`src/rtl/layer0_writer_pkg.sv`:
```
// layer0_writer_pkg
//   Shared constants for the layer-0 result writer and its tests:
//   image geometry (IMG_LOG2, NPIX), data widths (IN_W, OUT_W), the
//   IDLE/RUN/DONE state encoding, and the ReLU transfer function.
package layer0_writer_pkg;

  localparam int IMG_LOG2 = 6;
  localparam int NPIX     = 1 << (2 * IMG_LOG2);
  localparam int IN_W     = 19;
  localparam int OUT_W    = 20;

  localparam logic [1:0] ST_IDLE = 2'd0;
  localparam logic [1:0] ST_RUN  = 2'd1;
  localparam logic [1:0] ST_DONE = 2'd2;

  typedef enum logic [1:0] {
    IDLE = ST_IDLE,
    RUN  = ST_RUN,
    DONE = ST_DONE
  } state_e;

  // Negative results clamp to 0; non-negative ones zero-extend.
  function automatic logic [OUT_W-1:0] relu(input logic [IN_W-1:0] x);
    logic [OUT_W-1:0] y;
    y = '0;
    if (!x[IN_W-1]) y[IN_W-1:0] = x;
    return y;
  endfunction

endpackage

```
`src/rtl/layer0_writer_maxpool_line.sv`:
```
// layer0_writer_maxpool_line
//   On-the-fly 2x2 / stride-2 max-pool over a raster pixel stream.
//   A line buffer keeps one partial maximum per column pair from the even
//   row; the odd row folds it in and emits one pooled word per window.
// Ports:
//   clk, reset       : clock, synchronous active-high reset
//   i_stb            : pixel accepted this cycle
//   i_v              : ReLU'd pixel value
//   i_row_odd        : r[0] of the pixel
//   i_col            : full column index c
//   i_row_pair       : r[IMG_LOG2-1:1], upper part of the pooled address
//   o_wr/o_addr/o_data : registered layer-1 write
module maxpool_line #(
  parameter int COL_LOG2 = 6,
  parameter int W        = 20
) (
  input  logic                  clk,
  input  logic                  reset,
  input  logic                  i_stb,
  input  logic [W-1:0]          i_v,
  input  logic                  i_row_odd,
  input  logic [COL_LOG2-1:0]   i_col,
  input  logic [COL_LOG2-2:0]   i_row_pair,
  output logic                  o_wr,
  output logic [2*COL_LOG2-3:0] o_addr,
  output logic [W-1:0]          o_data
);

  localparam int CP_W = COL_LOG2 - 1;
  localparam int LB_N = 1 << CP_W;

  logic [W-1:0]          lb_q [LB_N];
  logic [W-1:0]          hold_q, hold_d;
  logic                  wr_q, wr_d;
  logic [2*COL_LOG2-3:0] addr_q, addr_d;
  logic [W-1:0]          data_q, data_d;
  logic                  lb_we;
  logic [W-1:0]          lb_wdata;
  logic [CP_W-1:0]       cp;
  logic [W-1:0]          lb_rd;

  function automatic logic [W-1:0] vmax(input logic [W-1:0] a, input logic [W-1:0] b);
    return (a > b) ? a : b;
  endfunction

  assign cp    = i_col[COL_LOG2-1:1];
  assign lb_rd = lb_q[cp];

  always_comb begin
    hold_d   = hold_q;
    wr_d     = 1'b0;
    addr_d   = addr_q;
    data_d   = data_q;
    lb_we    = 1'b0;
    lb_wdata = vmax(hold_q, i_v);
    if (i_stb) begin
      unique case ({i_row_odd, i_col[0]})
        2'b00: hold_d = i_v;
        2'b01: lb_we  = 1'b1;                 // even-row pair max parked per column pair
        2'b10: hold_d = vmax(lb_rd, i_v);     // fold upper pair into the lower-left pixel
        2'b11: begin
          wr_d   = 1'b1;
          addr_d = {i_row_pair, cp};
          data_d = vmax(hold_q, i_v);
        end
        default: ;
      endcase
    end
  end

  always_ff @(posedge clk) begin
    if (reset) begin
      hold_q <= '0;
      wr_q   <= 1'b0;
      addr_q <= '0;
      data_q <= '0;
    end else begin
      hold_q <= hold_d;
      wr_q   <= wr_d;
      addr_q <= addr_d;
      data_q <= data_d;
    end
  end

  // Row 0 of every frame writes every entry before row 1 reads it, so the
  // buffer carries no reset.
  always_ff @(posedge clk) begin
    if (lb_we) lb_q[cp] <= lb_wdata;
  end

  assign o_wr   = wr_q;
  assign o_addr = addr_q;
  assign o_data = data_q;

endmodule

```
`src/rtl/layer0_writer.sv`:
```
// layer0_writer
//   Consumes the convolution engine's pixel stream, applies ReLU and writes
//   each result in raster order to the layer-0 result memory. With
//   L1_POOL_EN defined, a 2x2/stride-2 max-pooled map is also written to the
//   layer-1 memory; otherwise the layer-1 port is tied to 0.
// Ports:
//   clk, reset            : clock, synchronous active-high reset
//   i_start               : frame start pulse (IDLE only)
//   i_valid, i_data       : pixel stream, no backpressure
//   o_busy                : state is not IDLE
//   o_done                : one-cycle pulse with the last frame writes
//   o_l0_wr/addr/data     : layer-0 memory write port
//   o_l1_wr/addr/data     : layer-1 memory write port (pooled)
// All outputs are registered.
module layer0_writer #(
  parameter int IMG_LOG2 = layer0_writer_pkg::IMG_LOG2,
  parameter int IN_W     = layer0_writer_pkg::IN_W,
  parameter int OUT_W    = layer0_writer_pkg::OUT_W
) (
  input  logic                  clk,
  input  logic                  reset,
  input  logic                  i_start,
  input  logic                  i_valid,
  input  logic [IN_W-1:0]       i_data,
  output logic                  o_busy,
  output logic                  o_done,
  output logic                  o_l0_wr,
  output logic [2*IMG_LOG2-1:0] o_l0_addr,
  output logic [OUT_W-1:0]      o_l0_data,
  output logic                  o_l1_wr,
  output logic [2*IMG_LOG2-3:0] o_l1_addr,
  output logic [OUT_W-1:0]      o_l1_data
);

  import layer0_writer_pkg::*;

  localparam int               PIX_W    = 2 * IMG_LOG2;
  localparam logic [PIX_W-1:0] LAST_PIX = '1;

  state_e           state_q, state_d;
  logic [PIX_W-1:0] pix_q, pix_d;
  logic             busy_q, busy_d;
  logic             done_q, done_d;
  logic             l0_wr_q, l0_wr_d;
  logic [PIX_W-1:0] l0_addr_q, l0_addr_d;
  logic [OUT_W-1:0] l0_data_q, l0_data_d;
  logic [OUT_W-1:0] relu_v;

  // Generic-width ReLU; identical to the package relu() at default widths.
  always_comb begin
    relu_v = '0;
    relu_v[IN_W-1:0] = i_data;
    if (i_data[IN_W-1]) relu_v = '0;
  end

  always_comb begin
    state_d   = state_q;
    pix_d     = pix_q;
    done_d    = 1'b0;
    l0_wr_d   = 1'b0;
    l0_addr_d = l0_addr_q;
    l0_data_d = l0_data_q;
    unique case (state_q)
      IDLE: begin
        if (i_start) begin
          state_d = RUN;
          pix_d   = '0;
        end
      end
      RUN: begin
        if (i_valid) begin
          l0_wr_d   = 1'b1;
          l0_addr_d = pix_q;
          l0_data_d = relu_v;
          pix_d     = pix_q + 1'b1;
          if (pix_q == LAST_PIX) begin
            state_d = DONE;
            done_d  = 1'b1;
          end
        end
      end
      DONE:    state_d = IDLE;
      default: state_d = IDLE;
    endcase
    // Registered from the next state so o_busy tracks the state exactly.
    busy_d = (state_d != IDLE);
  end

  always_ff @(posedge clk) begin
    if (reset) begin
      state_q   <= IDLE;
      pix_q     <= '0;
      busy_q    <= 1'b0;
      done_q    <= 1'b0;
      l0_wr_q   <= 1'b0;
      l0_addr_q <= '0;
      l0_data_q <= '0;
    end else begin
      state_q   <= state_d;
      pix_q     <= pix_d;
      busy_q    <= busy_d;
      done_q    <= done_d;
      l0_wr_q   <= l0_wr_d;
      l0_addr_q <= l0_addr_d;
      l0_data_q <= l0_data_d;
    end
  end

  assign o_busy    = busy_q;
  assign o_done    = done_q;
  assign o_l0_wr   = l0_wr_q;
  assign o_l0_addr = l0_addr_q;
  assign o_l0_data = l0_data_q;

`ifdef L1_POOL_EN
  logic accept;
  assign accept = (state_q == RUN) && i_valid;

  maxpool_line #(
    .COL_LOG2 (IMG_LOG2),
    .W        (OUT_W)
  ) u_pool (
    .clk        (clk),
    .reset      (reset),
    .i_stb      (accept),
    .i_v        (relu_v),
    .i_row_odd  (pix_q[IMG_LOG2]),
    .i_col      (pix_q[IMG_LOG2-1:0]),
    .i_row_pair (pix_q[PIX_W-1:IMG_LOG2+1]),
    .o_wr       (o_l1_wr),
    .o_addr     (o_l1_addr),
    .o_data     (o_l1_data)
  );
`else
  assign o_l1_wr   = 1'b0;
  assign o_l1_addr = '0;
  assign o_l1_data = '0;
`endif

endmodule

```
`config.mk`:
```
export PLATFORM = sky130hd
export DESIGN_NAME = layer0_writer
export DESIGN_NICKNAME = d
export VERILOG_FILES = /design/src/rtl/layer0_writer_pkg.sv /design/src/rtl/layer0_writer_maxpool_line.sv /design/src/rtl/layer0_writer.sv
export SDC_FILE = /design/constraint.sdc
export NUM_CORES = 1
export LEC_CHECK = 0
export CORE_MARGIN = 1.5
export CORE_UTILIZATION = 38
export DETAILED_ROUTE_END_ITERATION = 6
export PLACE_DENSITY = 0.77
export SLEW_MARGIN = 20
export SYNTH_ARGS = -nofsm -noshare
export SYNTH_HDL_FRONTEND = slang
export SYNTH_SLANG_ARGS = --single-unit
```
`constraint.sdc`:
```
create_clock -name clk -period 3.05 [get_ports clk]
set_input_delay 0.61 -clock clk [delete_from_list [all_inputs] [get_ports clk]]
set_output_delay 0.61 -clock clk [all_outputs]
set_load 0.01 [all_outputs]
```
### Word-level counts from Yosys, hierarchy flattened

Cells that the tools add are included.
W data, S select, Z words.

| word-level totals | value |
|---|---|
| bits in registers | 49 |
| output and inout bits | 66 |
| bits of input ports | 23 |
| word-level logic and storage cells | 31 |

| operators by class | value |
|---|---|
| eq/ne operators | 4 |
| multiplexer cells | 10 |
| bitwise gates (word level) | 2 |
| reductions and logical operators | 7 |
| add/sub/neg operators | 1 |

Operators by type and width:

| cell | count |
|---|---|
| $mux W12 | 2 |
| $pmux W12 S2 | 1 |
| $mux W18 | 1 |
| $add A12 B1 Y12 const B | 1 |
| $eq A12 B12 Y1 const B | 1 |
| $mux W2 | 3 |
| $ne A2 B2 Y1 const B | 2 |
| $pmux W2 S2 | 1 |
| $reduce_bool A2 Y1 | 2 |
| $reduce_and A3 Y1 | 1 |
| $reduce_or A3 Y1 | 1 |
| $eq A2 B1 Y1 const B | 1 |
| $logic_not A2 Y1 | 1 |
| $mux W1 | 2 |
| $not A1 Y1 | 2 |
| $reduce_and A2 Y1 | 1 |
| $reduce_or A2 Y1 | 1 |

### Depth between registers and ports, before layout

Gate-level depths: netlist (run 1).

| logic depth | value |
|---|---|
| depth in word-level cells | 5 |
| depth in mapped cells | 5 |

### Least setup slack after synthesis (run 1)

OpenSTA, ideal clock, no wires.

| timing path | value |
|---|---|
| path kind | input to register |
| start point | input port reset |
| end point | register pix_q[7] |
| library setup time | 125 ps |
| stages on the path | 4 |
| data required time | 2925 ps |
| slack | 1481 ps |
| arrival | 1444 ps |
| path through | buf_1 > clkinv_1 > nand2_1 > a21oi_1 |

RTL lines:

| element | line | text |
|---|---|---|
| start, declared | layer0_writer.sv:21 | `input logic reset,` |
| end signal, assigned | layer0_writer.sv:100 | `pix_q <= pix_d;` |
| end, declared | layer0_writer.sv:41 | `logic [PIX_W-1:0] pix_q, pix_d;` |

### Worst setup path in the final report (run 1)

| timing path | value |
|---|---|
| start point | input port i_valid |
| end point | register pix_q[9] |

| between the ends | value |
|---|---|
| word-level cells in the longest chain between the ends | 2 |

RTL lines:

| element | line | text |
|---|---|---|
| start, declared | layer0_writer.sv:23 | `input logic i_valid,` |
| $ne A2 B2 Y1 (no source line) | -- |  |
| $reduce_and A3 Y1 (no source line) | -- |  |

Every way passes these cells.
A chain may end at the register's enable or synchronous reset.

==> results of run 1 <==
cells in the final DEF (no fill, tap or decap), types with 3 or more instances in the layout:
cell type,synthesis,layout
a21oi_1,20,20
a22o_1,18,18
clkbuf_8,0,5
clkdlybuf4s50_1,0,55
conb_1,1,33
dfxtp_1,47,47
inv_1,3,3
mux2i_1,4,4
nand2_1,29,29
nand3_1,7,7
nand3b_1,5,5
nor4_1,3,3
o21ai_0,3,3
o31ai_1,5,5
or4_1,6,6
logic make-up after synthesis:
| family | after synthesis |
|---|---|
| buffers and inverters | 47 |
| DFF | 47 |
| adders and majority gates | 1 |
| other | 1 |
| muxes | 5 |
| AOI/OAI and AO/OA | 47 |
| and+or+nand+nor | 66 |
synth_stat cells:
cell and instances:
or3b_2 1, clkbuf_1 4, nor3_1 2, buf_2 5, mux2i_2 1, nand4b_2 1, buf_4 33, a21oi_1 20
clkinv_1 1, and3b_1 1, nor4_4 1, dfxtp_1 47, mux2i_1 4, nand3b_1 5, inv_1 3, o21a_1 1
buf_1 1, nand4b_1 1, or3_1 2, or4_1 6, nor4b_1 1, nor2_4 1, ha_1 1, nor2_1 1
conb_1 1, a22o_1 18, o31ai_1 5, nand2_1 29, nand3_1 7, nor4_2 2, o21ai_0 3, nor4_1 3
nand4_1 2
worst max-delay path, cell delays in order:
cell             delay [ps]
clkdlybuf4s50_1         460
mux2i_2                 700
nor4_1                  190
mux2i_1                 160
per-stage QoR:
step | cells | setup slack, ps
6_report | 337 | 1100
5_1_grt | 337 | 926
4_1_cts | 337 | 1110
3_5_place_dp | 330 | 786
3_3_place_gp | 330 | 831
2_1_floorplan | 246 | 1480
final timing paths:
| check | start | endpoint | slack (ps) | cells past startpoint |
|---|---|---|---|---|
| setup reg to reg | state_q[1] | o_l0_data[2] | 1290 | 3 |
| hold / removal | o_l0_addr[0] | o_l0_addr[0] | 460 | 2 |
| setup / recovery | i_valid | pix_q[9] | 1100 | 4 |
| hold reg to reg | o_l0_addr[0] | o_l0_addr[0] | 460 | 2 |
where the power goes:
group | internal (W) | switching (W) | leakage (nW)
clock | 0.000240 | 0.000198 | 0.0513
combinational | 0.0000510 | 0.0000633 | 0.502
sequential | 0.000623 | 0.00000694 | 0.380
area by class of cell:
class / count / area, µm² / area share
clock buffer: 6 / 72.6 / 0.0278
clock inverter: 1 / 30.0 / 0.0115
inverter: 4 / 15.0 / 0.00575
multi-input combinational: 152 / 900 / 0.345
sequential: 47 / 941 / 0.360
tap: 70 / 87.6 / 0.0335
timing repair buffer: 57 / 566 / 0.217
state kept, by name (all words and copies together), names as in the netlist:
register   cells
o_busy         1
o_l0_data     18
o_l0_addr     12
o_done         1
state_q        2
o_l0_wr        1
pix_q         12
per-layer routing:
| layer | vias up | share of wire | track usage |
|---|---|---|---|
| met4 | 0 | 0.021 | 0.0667 |
| met2 | 54 | 0.49 | 0.243 |
| met3 | 7 | 0.044 | 0.0251 |
| li1 | 797 | - | - |
| met5 | - | 0 | 0 |
| met1 | 740 | 0.44 | 0.170 |
==> flow_metrics.py, run 1 <==
metrics = {
    "floorplan": {
        "die_width_um": 76.0,
        "die_area_mm2": 0.00578,
        "die-height_um": 76.0,
        "ioPinCount": 89,
        "core_mm2": 0.00514,
        "placementRows": 26,
        "start_util": 0.394,
    },
    "detailed_routing": {
        "first_pass_iters": 5,
        "dr_total_vias": 1598,
        "drcViolationCount": 0,
        "drt_wl_total_um": 4030,
        "drtAntennaViolNets": 0,
        "wl_per_cell_um": 12.0,
        "via_per_inst": 4.74,
        "drtIter0Drc": 140,
    },
    "run_status": {
        "status": "finished clean",
    },
    "power_and_ir_drop": {
        "leakage_nw": 0.934,
        "power.density_mw_per_mm2": 453,
        "peakVddDrop_mv": 0.223,
        "p_total_w": 0.00118,
    },
    "synthesis": {
        "synthAdderAreaFrac": 0.00617,
        "syn_avg_cell_area_um2": 9.47,
        "yosys.area_share.simple": 0.193,
        "synth_top_family_by_area": "simple AND/OR/NAND/NOR gates",
        "syn-cell-area_mm2": 0.00203,
        "synth_xor_area_frac": 0,
        "yosysTopAreaCell": "dfxtp_1",
        "yosys_register_bits": 47,
        "synth_seq_area_share": 0.464,
        "yosys-mux-area-fraction": 0.0265,
        "syn_inst": 214,
        "synth.distinct_cells": 33,
        "synth_area_leaders": "dfxtp_1 46%, buf_4 12%, a22o_1 7.8%",
        "synth_top_area_frac": 0.464,
        "synth_compound_gate_area_share": 0.157,
        "yosys_warnings": 0,
    },
    "global_route": {
        "antenna_found_initial": 0,
        "grt_start_max_net_pins": 20,
        "grt_pass1_wl_um": 6580,
        "grt_pass1_vias": 1431,
        "overflow": 0,
        "globalRouteTotalUtil": 0.141,
    },
    "clock_network": {
        "cts_buffer_depth": 2,
        "cts_sinks": 47,
        "cts_hold_buf": 0,
        "clock_latency_ps": 300,
        "cts_tree": "built",
        "cts_setup_buffers": 0,
        "root_buffer": "clkbuf_8",
        "h-tree-depth": 2,
        "cts.repair.resized": 0,
        "cts_made_buffers": 5,
        "clk_pin_slew_worst_paths_ps": 80,
    },
    "place": {
        "port_buffers": 55,
        "place.gp.congestion": 0.822,
        "placed_area_mm2": 0.00251,
        "dp_hpwl_um": 2920,
    },
    "setup_path": {
        "start_kind": "input port",
        "required_ps": 3230,
        "cp.arrival_ps": 2130,
        "cp-end-kind": "flip-flop",
        "path_class": "in2reg",
        "critPathMaxFanout": 19,
    },
    "layout": {
        "nets": 291,
        "final_util": 0.508,
        "stdcell_area_mm2": 0.00261,
        "diodes": 0,
        "fillers": 494,
        "syn_to_final_growth_pct": 28.8,
        "drive_gt1_frac": 0.0562,
    },
    "timing": {
        "drv_slew": 0,
        "post-route-min-period_ps": 1950,
        "hold_viol_final": 0,
        "clock.fmax_ghz": 0.513,
        "finalCritPeriodShare": 0.639,
        "holdWs_ps": 456,
        "setup_viol": 0,
        "setup_tns_ps": 0,
        "slew_headroom": 0.423,
        "rsz0062_at_grt": "false",
        "worst_pin_slew_ps": 849,
        "fin_skew_ps": 7.07,
    },
    "job": {
        "cap_violations": 0,
    },
    "hold_path": {
        "hold_path_class": "reg2reg",
    },
}
No activity file was read; power rests on OpenSTA's default activity.
==> inputs of run 2 (changes only) <==
clock period = 2 ns   (was 3.05 ns; I/O delays follow)
==> run 2 against run 1 <==
Count of clock-buffer cells in the layout unchanged. Global-route usage increased by 0.069 points. Hold slack about the same. Die area unchanged. First-iteration DRC count decreased by 35%. Critical path type unchanged. Highest routed layer unchanged.
==> flow_metrics.py, run 2 (synthesis gave the netlist of run 1 again) <==
metrics = {
    "setup_path": {
        "critPathMaxFanout": 19,
        "cp-endpoint": "pix_q[8]",
        "ff2ff_setup_slack_ps": 310,
        "start_kind": "input port",
        "path_class": "in2reg",
        "r2r_cells": 3,
        "regToRegStartpoint": "state_q[0]",
        "cp-end-kind": "flip-flop",
        "cp.arrival_ps": 1920,
        "startpoint": "i_valid",
        "path_cells": "clkdlybuf4s50_1, mux2i_2, nor4b_1, mux2i_1",
        "required_ps": 2180,
        "worstReg2RegEnd": "pix_q[8]",
        "cpPeakStageDelay_ps": 710,
        "cpMaxStageDelayCell": "mux2i_2",
    },
    "timing": {
        "rsz0062_at_grt": "false",
        "setup_viol": 0,
        "post-route-min-period_ps": 1740,
        "slew_headroom": 0.412,
        "holdWs_ps": 456,
        "worst_pin_slew_ps": 866,
        "clock.fmax_ghz": 0.575,
        "drv_slew": 0,
        "hold_viol_final": 0,
        "finalCritPeriodShare": 0.870,
        "fin_skew_ps": 9.31,
    },
    "clock_network": {
        "cts_buffer_depth": 2,
        "cts_tree": "built",
        "root_buffer": "clkbuf_8",
        "cts_setup_buffers": 0,
        "h-tree-depth": 2,
        "clock_latency_ps": 300,
        "cts_hold_buf": 0,
        "cts.repair.resized": 0,
        "cts_made_buffers": 5,
        "cts_sinks": 47,
        "clk_pin_slew_worst_paths_ps": 80,
    },
    "layout": {
        "diodes": 0,
        "drive_gt1_frac": 0.0738,
        "nets": 294,
        "final_common_cell": "clkdlybuf4s50_1",
        "syn_to_final_growth_pct": 30.9,
        "final_util": 0.516,
        "largest_reg_flops": 18,
        "final_cell_mix": "55 x clkdlybuf4s50_1, 47 x dfxtp_1, 33 x conb_1",
    },
    "place": {
        "port_buffers": 55,
        "place.gp.congestion": 0.819,
        "dp_hpwl_um": 3020,
    },
    "detailed_routing": {
        "drcViolationCount": 0,
        "drtIter0Drc": 91,
        "first_pass_iters": 4,
        "via_per_inst": 4.72,
        "drtAntennaViolNets": 0,
        "drt_wl_total_um": 4100,
        "wl_per_cell_um": 12.0,
        "dr_total_vias": 1609,
    },
    "global_route": {
        "grt_pass1_vias": 1382,
        "grt_start_max_net_pins": 20,
        "antenna_found_initial": 0,
        "globalRouteTotalUtil": 0.142,
        "grt_pass1_wl_um": 6640,
        "overflow": 0,
    },
    "hold_path": {
        "hold_path_class": "reg2reg",
    },
    "floorplan": {
        "placementRows": 26,
        "core_mm2": 0.00514,
        "die_width_um": 76.0,
        "die-height_um": 76.0,
        "ioPinCount": 89,
        "start_util": 0.394,
        "die_area_mm2": 0.00578,
    },
    "power_and_ir_drop": {
        "peakVddDrop_mv": 0.275,
        "p_total_w": 0.00187,
        "power.density_mw_per_mm2": 705,
        "leakage_nw": 0.960,
    },
    "job": {
        "cap_violations": 0,
    },
    "run_status": {
        "status": "finished clean",
    },
}
==> run 2: power by group <==
part	leakage (nW)	internal (W)	switching [W]
Sequential	0.380	0.000950	0.0000108
Clock	0.0618	0.000411	0.000320
Combinational	0.518	0.0000797	0.0000975
==> run 2: layer usage <==
layer | global-route usage | part of all wire
met1 | 0.175 | 0.44
met3 | 0.0323 | 0.046
met2 | 0.235 | 0.50
met5 | 0 | 0
met4 | 0.0667 | 0.018
==> run 2: area by class of cell <==
type | count | area [µm²]
inverters | 4 | 15.0
multi-input cells | 152 | 900
flip-flops and latches | 47 | 941
clock buffers | 6 | 82.6
well taps | 70 | 87.6
clock inverters | 2 | 38.8
fillers | 474 | 2490
repair buffers | 60 | 588
==> run 2: how the worst min path moves through the flow <==
stage,from,to,cells after the start
2_1_floorplan,pix_q[11],o_l0_addr[11],2
3_3_place_gp,o_l0_addr[7],o_l0_addr[7],2
3_5_place_dp,o_l0_addr[4],o_l0_addr[4],2
4_1_cts,o_l0_addr[4],o_l0_addr[4],2
5_1_grt,o_l0_addr[3],o_l0_addr[3],2
6_report,o_l0_addr[11],o_l0_addr[11],2
==> run 2: worst max-delay path: cells and delay by family <==
| kind | cells | cell delay [ps] |
|---|---|---|
| simple gates | 1 | 170 |
| mux | 2 | 870 |
| buf+inv | 1 | 470 |
==> run 2: stage by stage <==
stage	area (µm²)	TNS [ps]	std cells	worst slack, ps
global placement	2530	0	333	4.59
global route	2650	0	341	150
floorplan	2150	0	246	618
detailed placement	2530	-127	333	-52.4
finish	2650	0	341	260
CTS	2650	0	341	270
